==> config.mk <==
export PLATFORM = sky130hd
export DESIGN_NAME = decoder_scan_ctrl
export DESIGN_NICKNAME = d
export VERILOG_FILES = /design/src/rtl/decoder_scan_ctrl.sv
export SDC_FILE = /design/constraint.sdc
export NUM_CORES = 1
export LEC_CHECK = 0
export CAP_MARGIN = 25
export CORE_MARGIN = 5
export CORE_UTILIZATION = 45
export CTS_CLUSTER_DIAMETER = 40
export DETAILED_ROUTE_END_ITERATION = 16
export PLACE_DENSITY = 0.83
export SYNTH_ARGS = -nofsm -noshare
export SYNTH_HDL_FRONTEND = slang
export SYNTH_SLANG_ARGS = --single-unit
export TNS_END_PERCENT = 30
==> constraint.sdc <==
create_clock -name clk -period 1.8 [get_ports clk]
set_input_delay 0.27 -clock clk [delete_from_list [all_inputs] [get_ports clk]]
set_output_delay 0.27 -clock clk [all_outputs]
set_load 0.005 [all_outputs]
==> src/rtl/decoder_scan_ctrl.sv <==
// Channel-scan controller for a 3x8 decoder: walks sel={c,b,a} with a dwell per channel.
// Optional skip mask is compiled in with `define DECODER_SCAN_SKIP_EN.
module decoder_scan_ctrl #(
  parameter int DWELL_W = 8
) (
  input  logic               clk,
  input  logic               rst_n,
  input  logic               start,
  input  logic               stop,
  input  logic               cont,
  input  logic [DWELL_W-1:0] dwell,
`ifdef DECODER_SCAN_SKIP_EN
  input  logic [7:0]         skip_mask,
`endif
  output logic               a,
  output logic               b,
  output logic               c,
  output logic               active,
  output logic               busy,
  output logic               wrap,
  output logic               done
);

  localparam logic [0:0] IDLE = 1'b0;
  localparam logic [0:0] SCAN = 1'b1;

  logic [0:0]         state;
  logic [0:0]         state_nx;
  logic [2:0]         sel;
  logic [2:0]         sel_nx;
  logic [DWELL_W-1:0] cnt;
  logic [DWELL_W-1:0] cnt_nx;
  logic [DWELL_W-1:0] hold;
  logic               wrap_nx;
  logic               done_nx;
  logic [7:0]         en_new;
  logic [7:0]         en_cur;
  logic [2:0]         first_new;
  logic [2:0]         last_cur;
  logic [2:0]         next_cur;
  logic               any_new;
  logic               accept;

`ifdef DECODER_SCAN_SKIP_EN
  logic [7:0] mask;

  assign en_new = ~skip_mask;
  assign en_cur = ~mask;

  // Mask is frozen for the whole scan once start is accepted
  always_ff @(posedge clk or negedge rst_n) begin
    if (!rst_n) begin
      mask <= 8'h00;
    end else if (accept) begin
      mask <= skip_mask;
    end
  end
`else
  assign en_new = 8'hFF;
  assign en_cur = 8'hFF;
`endif

  assign hold    = (dwell == '0) ? DWELL_W'(1) : dwell;
  assign any_new = |en_new;
  assign accept  = (state == IDLE) && start && !stop && any_new;

  always_comb begin
    first_new = 3'd0;
    for (int i = 7; i >= 0; i--) begin
      if (en_new[i]) first_new = 3'(i);
    end
  end

  always_comb begin
    last_cur = 3'd0;
    for (int i = 0; i < 8; i++) begin
      if (en_cur[i]) last_cur = 3'(i);
    end
  end

  // Nearest enabled channel above sel, modulo 8; stays put if alone
  always_comb begin
    next_cur = sel;
    for (int k = 7; k >= 1; k--) begin
      if (en_cur[3'(sel + 3'(k))]) next_cur = 3'(sel + 3'(k));
    end
  end

  always_comb begin
    state_nx = state;
    sel_nx   = sel;
    cnt_nx   = cnt;
    wrap_nx  = 1'b0;
    done_nx  = 1'b0;
    unique case (1'b1)
      (state == IDLE): begin
        if (accept) begin
          state_nx = SCAN;
          sel_nx   = first_new;
          cnt_nx   = hold;
        end
      end
      (state == SCAN): begin
        if (stop) begin
          state_nx = IDLE;
          sel_nx   = 3'd0;
          cnt_nx   = '0;
          done_nx  = 1'b1;
        end else if (cnt > DWELL_W'(1)) begin
          cnt_nx = cnt - DWELL_W'(1);
        end else if (!cont && (sel == last_cur)) begin
          state_nx = IDLE;
          sel_nx   = 3'd0;
          cnt_nx   = '0;
          done_nx  = 1'b1;
        end else begin
          sel_nx  = next_cur;
          cnt_nx  = hold;
          wrap_nx = (sel == last_cur);
        end
      end
      default: begin
        state_nx = IDLE;
      end
    endcase
  end

  always_ff @(posedge clk or negedge rst_n) begin
    if (!rst_n) begin
      state <= IDLE;
      sel   <= 3'd0;
      cnt   <= '0;
      wrap  <= 1'b0;
      done  <= 1'b0;
    end else begin
      state <= state_nx;
      sel   <= sel_nx;
      cnt   <= cnt_nx;
      wrap  <= wrap_nx;
      done  <= done_nx;
    end
  end

  assign a      = sel[0];
  assign b      = sel[1];
  assign c      = sel[2];
  assign active = (state == SCAN);
  assign busy   = active;

endmodule

==> results of run 1 <==
sequential cells by signal (all words and copies together) (netlist names):
register  cells
wrap          1
cnt           8
done          1
active        1
sel           3
repair_timing:
| action | 4_1_cts | 5_1_grt |
|---|---|---|
| setup buffers | 1 | 1 |
| endpoints found under the setup margin | 12 | 13 |
| gates resized for setup | 4 | 2 |
| pin swaps | 2 | 2 |
placed cells by master (no fill, tap or decap), drive strengths merged, types with 2 or more instances in the layout:
cell type,instances
a21oi,9
a221oi,5
buf,22
clkbuf,3
clkdlybuf4s50,19
dfrtp,14
ha,4
inv,10
nand2,17
nand2b,4
nor2,13
nor2b,4
nor3,3
nor4,4
o21ai,7
o221ai,2
o31ai,2
or4,4
how the worst min path moves through the flow:
stage | cells past startpoint | end | slack (ns) | start
after floorplan | 0 | active$_DFF_PN0_ | -0.03 | rst_n
after global placement | 2 | sel[2]$_DFFE_PN0P_ | 0.54 | sel[2]$_DFFE_PN0P_
after global routing | 1 | sel[2]$_DFFE_PN0P_ | 0.30 | rst_n
after detailed placement | 2 | sel[2]$_DFFE_PN0P_ | 0.55 | sel[2]$_DFFE_PN0P_
after CTS | 1 | sel[1]$_DFFE_PN0P_ | 0.27 | rst_n
final | 1 | sel[0]$_DFFE_PN0P_ | 0.27 | rst_n
critical path, stage by stage (launching register included):
cell	delay [ns]
dfrtp_1	0.40
or4_4	0.56
or4_4	0.53
a21oi_4	0.24
mux2i_1	0.20
power by group:
part	leakage, nW	total (W)	internal, W	switching (W)
Combinational	0.426	0.000500	0.000253	0.000247
Clock	0.0138	0.000175	0.0000773	0.0000973
Sequential	0.179	0.000403	0.000364	0.0000388
stage by stage:
step	area, um^2	setup WS (ns)	util	hold WS, ns
floorplan	962	-0.213	-	-0.0256
global placement	1320	-0.208	0.659	0.536
detailed placement	1320	-0.245	0.659	0.547
CTS	1360	-0.228	0.680	0.270
global route	1380	-0.275	0.688	0.296
finish	1380	-0.205	0.688	0.270
kinds of logic after synthesis:
group                      count (synthesis)
AOI/OAI and AO/OA                         31
buffers and inverters                     13
xor gates and xnor gates                   1
adders and majority gates                  4
DFF                                       14
and+or+nand+nor                           52
muxes                                      1
layer usage:
layer  global-route usage  share of wire  vias to the layer above
li1                     -              -                      503
met1                0.229           0.42                      515
met2                0.321           0.48                       50
met3               0.0394          0.079                        9
met4               0.0576          0.021                        0
met5                    0              0                        -
layout make-up:
class	instances	area [um^2]
repair buffers	41	355
fillers	159	624
clock buffers	3	22.5
inverters	10	37.5
flip-flops and latches	14	350
multi-input cells	89	578
well taps	27	33.8
==> results.json, run 1 <==
{
  "vias": 1077,
  "cts_tree": "built",
  "status": "complete, but fails checks",
  "syn-num-nets": 133,
  "instances_no_fill": 184,
  "std_cell_rows": 16,
  "ff2ff_setup_slack_ns": -0.20,
  "ys_seq_area_frac": 0.364,
  "numCtsBuffers": 3,
  "postSynthAreaPerCell_um2": 8.29,
  "synth_top_family_by_area": "simple AND/OR/NAND/NOR gates",
  "grt_pass1_wl_um": 4730,
  "dr.pass1.iters": 4,
  "h-tree-depth": 1,
  "cp-start-kind": "flip-flop",
  "rsz0062_at_grt": "yes",
  "max_cap_viol_count": 0,
  "grt_max_degree": 9,
  "syn_inst": 116,
  "synth_area_leader_cell": "dfrtp_1",
  "yosys.area.top_type_share": 0.364,
  "cp_data_required_time_ns": 2.00,
  "fp.dieW_um": 56.2,
  "die_h_um": 56.2,
  "post_synth_most_frequent_cells": "nand2_1 (17), dfrtp_1 (14), nor2_1 (13), inv_1 (10), a21oi_1 (8)",
  "ys_types": 32,
  "ys.flop_type": "dfrtp_1",
  "coreArea_mm2": 0.00200,
  "synthAdderAreaFrac": 0.0520,
  "synth-edff-count": 0,
  "fin_worst_skew_ns": 0.00408,
  "antenna_left": 0,
  "netlist_area_um2": 962,
  "synth-compound-area-share": 0.228,
  "dpl.hpwl_um": 2160,
  "yosys-top-cells-area": "dfrtp_1 (36%), nand2_1 (6.6%), ha_1 (5.2%)",
  "nets": 176,
  "ff2ff_path_depth": 4,
  "clk_latency_ns": 0.27,
  "slew_headroom": 0.732,
  "drv_slew": 0,
  "timing.final.crit_share": 1.11,
  "setup-violations-final": 11,
  "drc_errors": 0,
  "fmax_mhz": 499,
  "synthToLayoutAreaGrowth_pct": 43.2,
  "crit_path_end_kind": "flip-flop",
  "leakage_nw": 0.619,
  "synth_seq_cells": 14,
  "final_layout_size_suffix_gt1_frac": 0.210,
  "period_minus_slack_ns": 2.00,
  "finalPower_w": 0.00108,
  "totalWireLength_um": 2720,
  "p_per_area_mw_per_mm2": 782,
  "place_congestion": 0.915,
  "grt_overflow": 0,
  "cts_hold_buffers": 0,
  "synthArstFlopShare": 1.00,
  "crit_path_max_fanout": 7,
  "avgRoutedWirePerCell_um": 14.8,
  "hold_class": "in -> async",
  "r2r_end": "sel[2]$_DFFE_PN0P_",
  "vias_per_cell": 5.85,
  "synth-simple-area-share": 0.281,
  "grt_usage": 0.186,
  "drtIter0Drc": 36,
  "clock-sinks": 14,
  "numPortBuffers": 19,
  "cp-startpoint": "cnt[5]$_DFFE_PN0P_",
  "r2r_start": "cnt[5]$_DFFE_PN0P_",
  "tns_ns": -1.70,
  "antenna_cells": 0,
  "grt_pass1_vias": 1064,
  "critPathCapture": "sel[2]$_DFFE_PN0P_",
  "io_pins": 20,
  "vdd_drop_max_mv": 0.525,
  "yosys_warnings": 0,
  "cp.arrival_ns": 2.21,
  "clkTransAtPathRegs_ns": 0.08,
  "crit_type": "reg -> reg",
  "dp.cells": 179,
  "cts_buffer_depth": 2,
  "violations": "setup timing",
  "tightestPinTransition_ns": 0.401,
  "dieArea_mm2": 0.00316,
  "cts-root-buf": "clkbuf_4",
  "synth_xor_area_frac": 0.00910,
  "grt_antenna_before_repair": 0,
  "yosysMostFrequentCell": "nand2_1",
  "synthMuxAreaShare": 0.0104,
  "initial_core_util": 0.481,
  "hold_viol_final": 0,
  "timing.final.ws_setup_ns": -0.205
}
No activity file was read; power rests on OpenSTA's default activity.
==> inputs of run 2 (changes only) <==
--- a/config.mk
+++ b/config.mk
@@ -10,7 +10,7 @@
 export CORE_UTILIZATION = 45
 export CTS_CLUSTER_DIAMETER = 40
 export DETAILED_ROUTE_END_ITERATION = 16
-export PLACE_DENSITY = 0.83
+export PLACE_DENSITY = 0.72
 export SYNTH_ARGS = -nofsm -noshare
 export SYNTH_HDL_FRONTEND = slang
 export SYNTH_SLANG_ARGS = --single-unit
==> run 2 against run 1 <==
The run still ends with setup timing left. Clock power grew 31%. Final cell count up 0.54%. Via count decreased by 3.5%. Hold slack improved by 0.017 ns. Critical path depth unchanged. Sequential power shrank 2%. Maximum frequency is 0.18% higher. Non-clock buffer count unchanged. Clock skew increased by 0.0028 ns. Sequential cell count is the same. Critical path type unchanged.
==> results.json, run 2 (synthesized netlist as in run 1, its figures left out) <==
{
  "status": "complete, but fails checks",
  "violations": "setup timing",
  "final_layout_size_suffix_gt1_frac": 0.222,
  "route.met2.wl_um": 1260,
  "vdd_drop_max_mv": 0.538,
  "setup-violations-final": 12,
  "final_area_mm2": 0.00140,
  "antenna_left": 0,
  "drtIter0Drc": 33,
  "cp.arrival_ns": 2.22,
  "timing.final.crit_share": 1.11,
  "cts-root-buf": "clkbuf_4",
  "totalWireLength_um": 2660,
  "fillCellCount": 163,
  "grt_pass1_wl_um": 4550,
  "crit_path_end_kind": "flip-flop",
  "dr.pass1.iters": 4,
  "cts_buffer_depth": 2,
  "regMostFlops": "cnt",
  "drv_slew": 0,
  "clock-sinks": 14,
  "clkTransAtPathRegs_ns": 0.09,
  "avgRoutedWirePerCell_um": 14.4,
  "tightestPinTransition_ns": 0.358,
  "rsz0062_at_grt": "yes",
  "hold_slack_ns": 0.287,
  "h-tree-depth": 1,
  "grt_overflow": 0,
  "grt_max_degree": 15,
  "wirelength_met1_um": 1190,
  "fp.dieW_um": 56.2,
  "period_minus_slack_ns": 2.00,
  "place_area_mm2": 0.00132,
  "dieArea_mm2": 0.00316,
  "finalPower_w": 0.00114,
  "dpl.hpwl_um": 2050,
  "final_cell_mix": "buf_4 (22), clkdlybuf4s50_1 (19), nand2_1 (17)",
  "p_per_area_mw_per_mm2": 815,
  "io_pins": 20,
  "numCtsBuffers": 3,
  "numPortBuffers": 19,
  "hold_class": "in -> async",
  "leakage_nw": 0.627,
  "grt_antenna_before_repair": 0,
  "top_layer": "met4",
  "crit_path_max_fanout": 7,
  "fmax_mhz": 500,
  "nets": 176,
  "timing.final.ws_setup_ns": -0.201,
  "largest_reg_flops": 8,
  "grt_pass1_vias": 1033,
  "fin_worst_skew_ns": 0.00691,
  "cts_tree": "built",
  "dp.cells": 179,
  "grt_usage": 0.181,
  "coreArea_mm2": 0.00200,
  "max_cap_viol_count": 0,
  "drc_errors": 0,
  "crit_type": "reg -> reg",
  "hold_viol_final": 0,
  "final_common_cell": "buf_4",
  "tns_ns": -1.50,
  "std_cell_rows": 16,
  "clk_latency_ns": 0.28,
  "antenna_cells": 0,
  "slew_headroom": 0.759,
  "synthToLayoutAreaGrowth_pct": 45.6,
  "wl_met3_um": 176,
  "vias": 1039,
  "reg.largest.list": "cnt x8, sel x3",
  "die_h_um": 56.2,
  "place_congestion": 0.882,
  "initial_core_util": 0.481,
  "cp_data_required_time_ns": 2.02,
  "instances_no_fill": 185,
  "vias_per_cell": 5.62,
  "cp-start-kind": "flip-flop"
}
run 2: final cells by class:
cell class / instances / area, um^2 / share of cell area
multi-input combinational: 89 / 588 / 0.420
inverter: 10 / 37.5 / 0.0268
timing repair buffer: 41 / 355 / 0.254
tap: 27 / 33.8 / 0.0241
clock buffer: 4 / 36.3 / 0.0259
sequential: 14 / 350 / 0.250
run 2: critical path: stages, from the launching register on:
cell and delay (ns):
dfrtp_1 0.39, or4_4 0.55, or4_4 0.52, a21oi_4 0.26
mux2i_1 0.21
run 2: metrics by stage:
| step | utilization | setup slack [ns] |
|---|---|---|
| after floorplan | - | -0.213 |
| after detailed placement | 0.659 | -0.187 |
| after global routing | 0.700 | -0.265 |
| after global placement | 0.659 | -0.136 |
| final | 0.700 | -0.201 |
| after CTS | 0.692 | -0.186 |
run 2: power breakdown:
part | switching (W) | internal [W]
Combinational | 0.000256 | 0.000261
Clock | 0.000106 | 0.000123
Sequential | 0.0000326 | 0.000364
Total | 0.000395 | 0.000748
run 2: worst paths after layout:
path	start	endpoint	slack [ns]	depth (start not counted)
min reg2reg	sel[2]$_DFFE_PN0P_	sel[2]$_DFFE_PN0P_	0.56	2
max reg2reg	cnt[5]$_DFFE_PN0P_	sel[2]$_DFFE_PN0P_	-0.20	4
max in group asynchronous	rst_n	done$_DFF_PN0_	1.33	2
min in group clk	sel[2]$_DFFE_PN0P_	sel[2]$_DFFE_PN0P_	0.56	2
min	rst_n	sel[0]$_DFFE_PN0P_	0.29	2
max	cnt[5]$_DFFE_PN0P_	sel[2]$_DFFE_PN0P_	-0.20	4
run 2: metal layers:
layer | GRT usage | vias up
met2 | 0.287 | 38
li1 | - | 507
met3 | 0.0348 | 5
met5 | 0 | -
met1 | 0.236 | 489
met4 | 0.0814 | 0
run 2: repair_timing:
item	in CTS	in global routing
pin swaps	1	1
setup endpoints to repair	12	13
cloned	0	0
gates resized for setup	4	2
hold endpoints to repair	0	0
hold buffers	0	0
buffers inserted	1	1
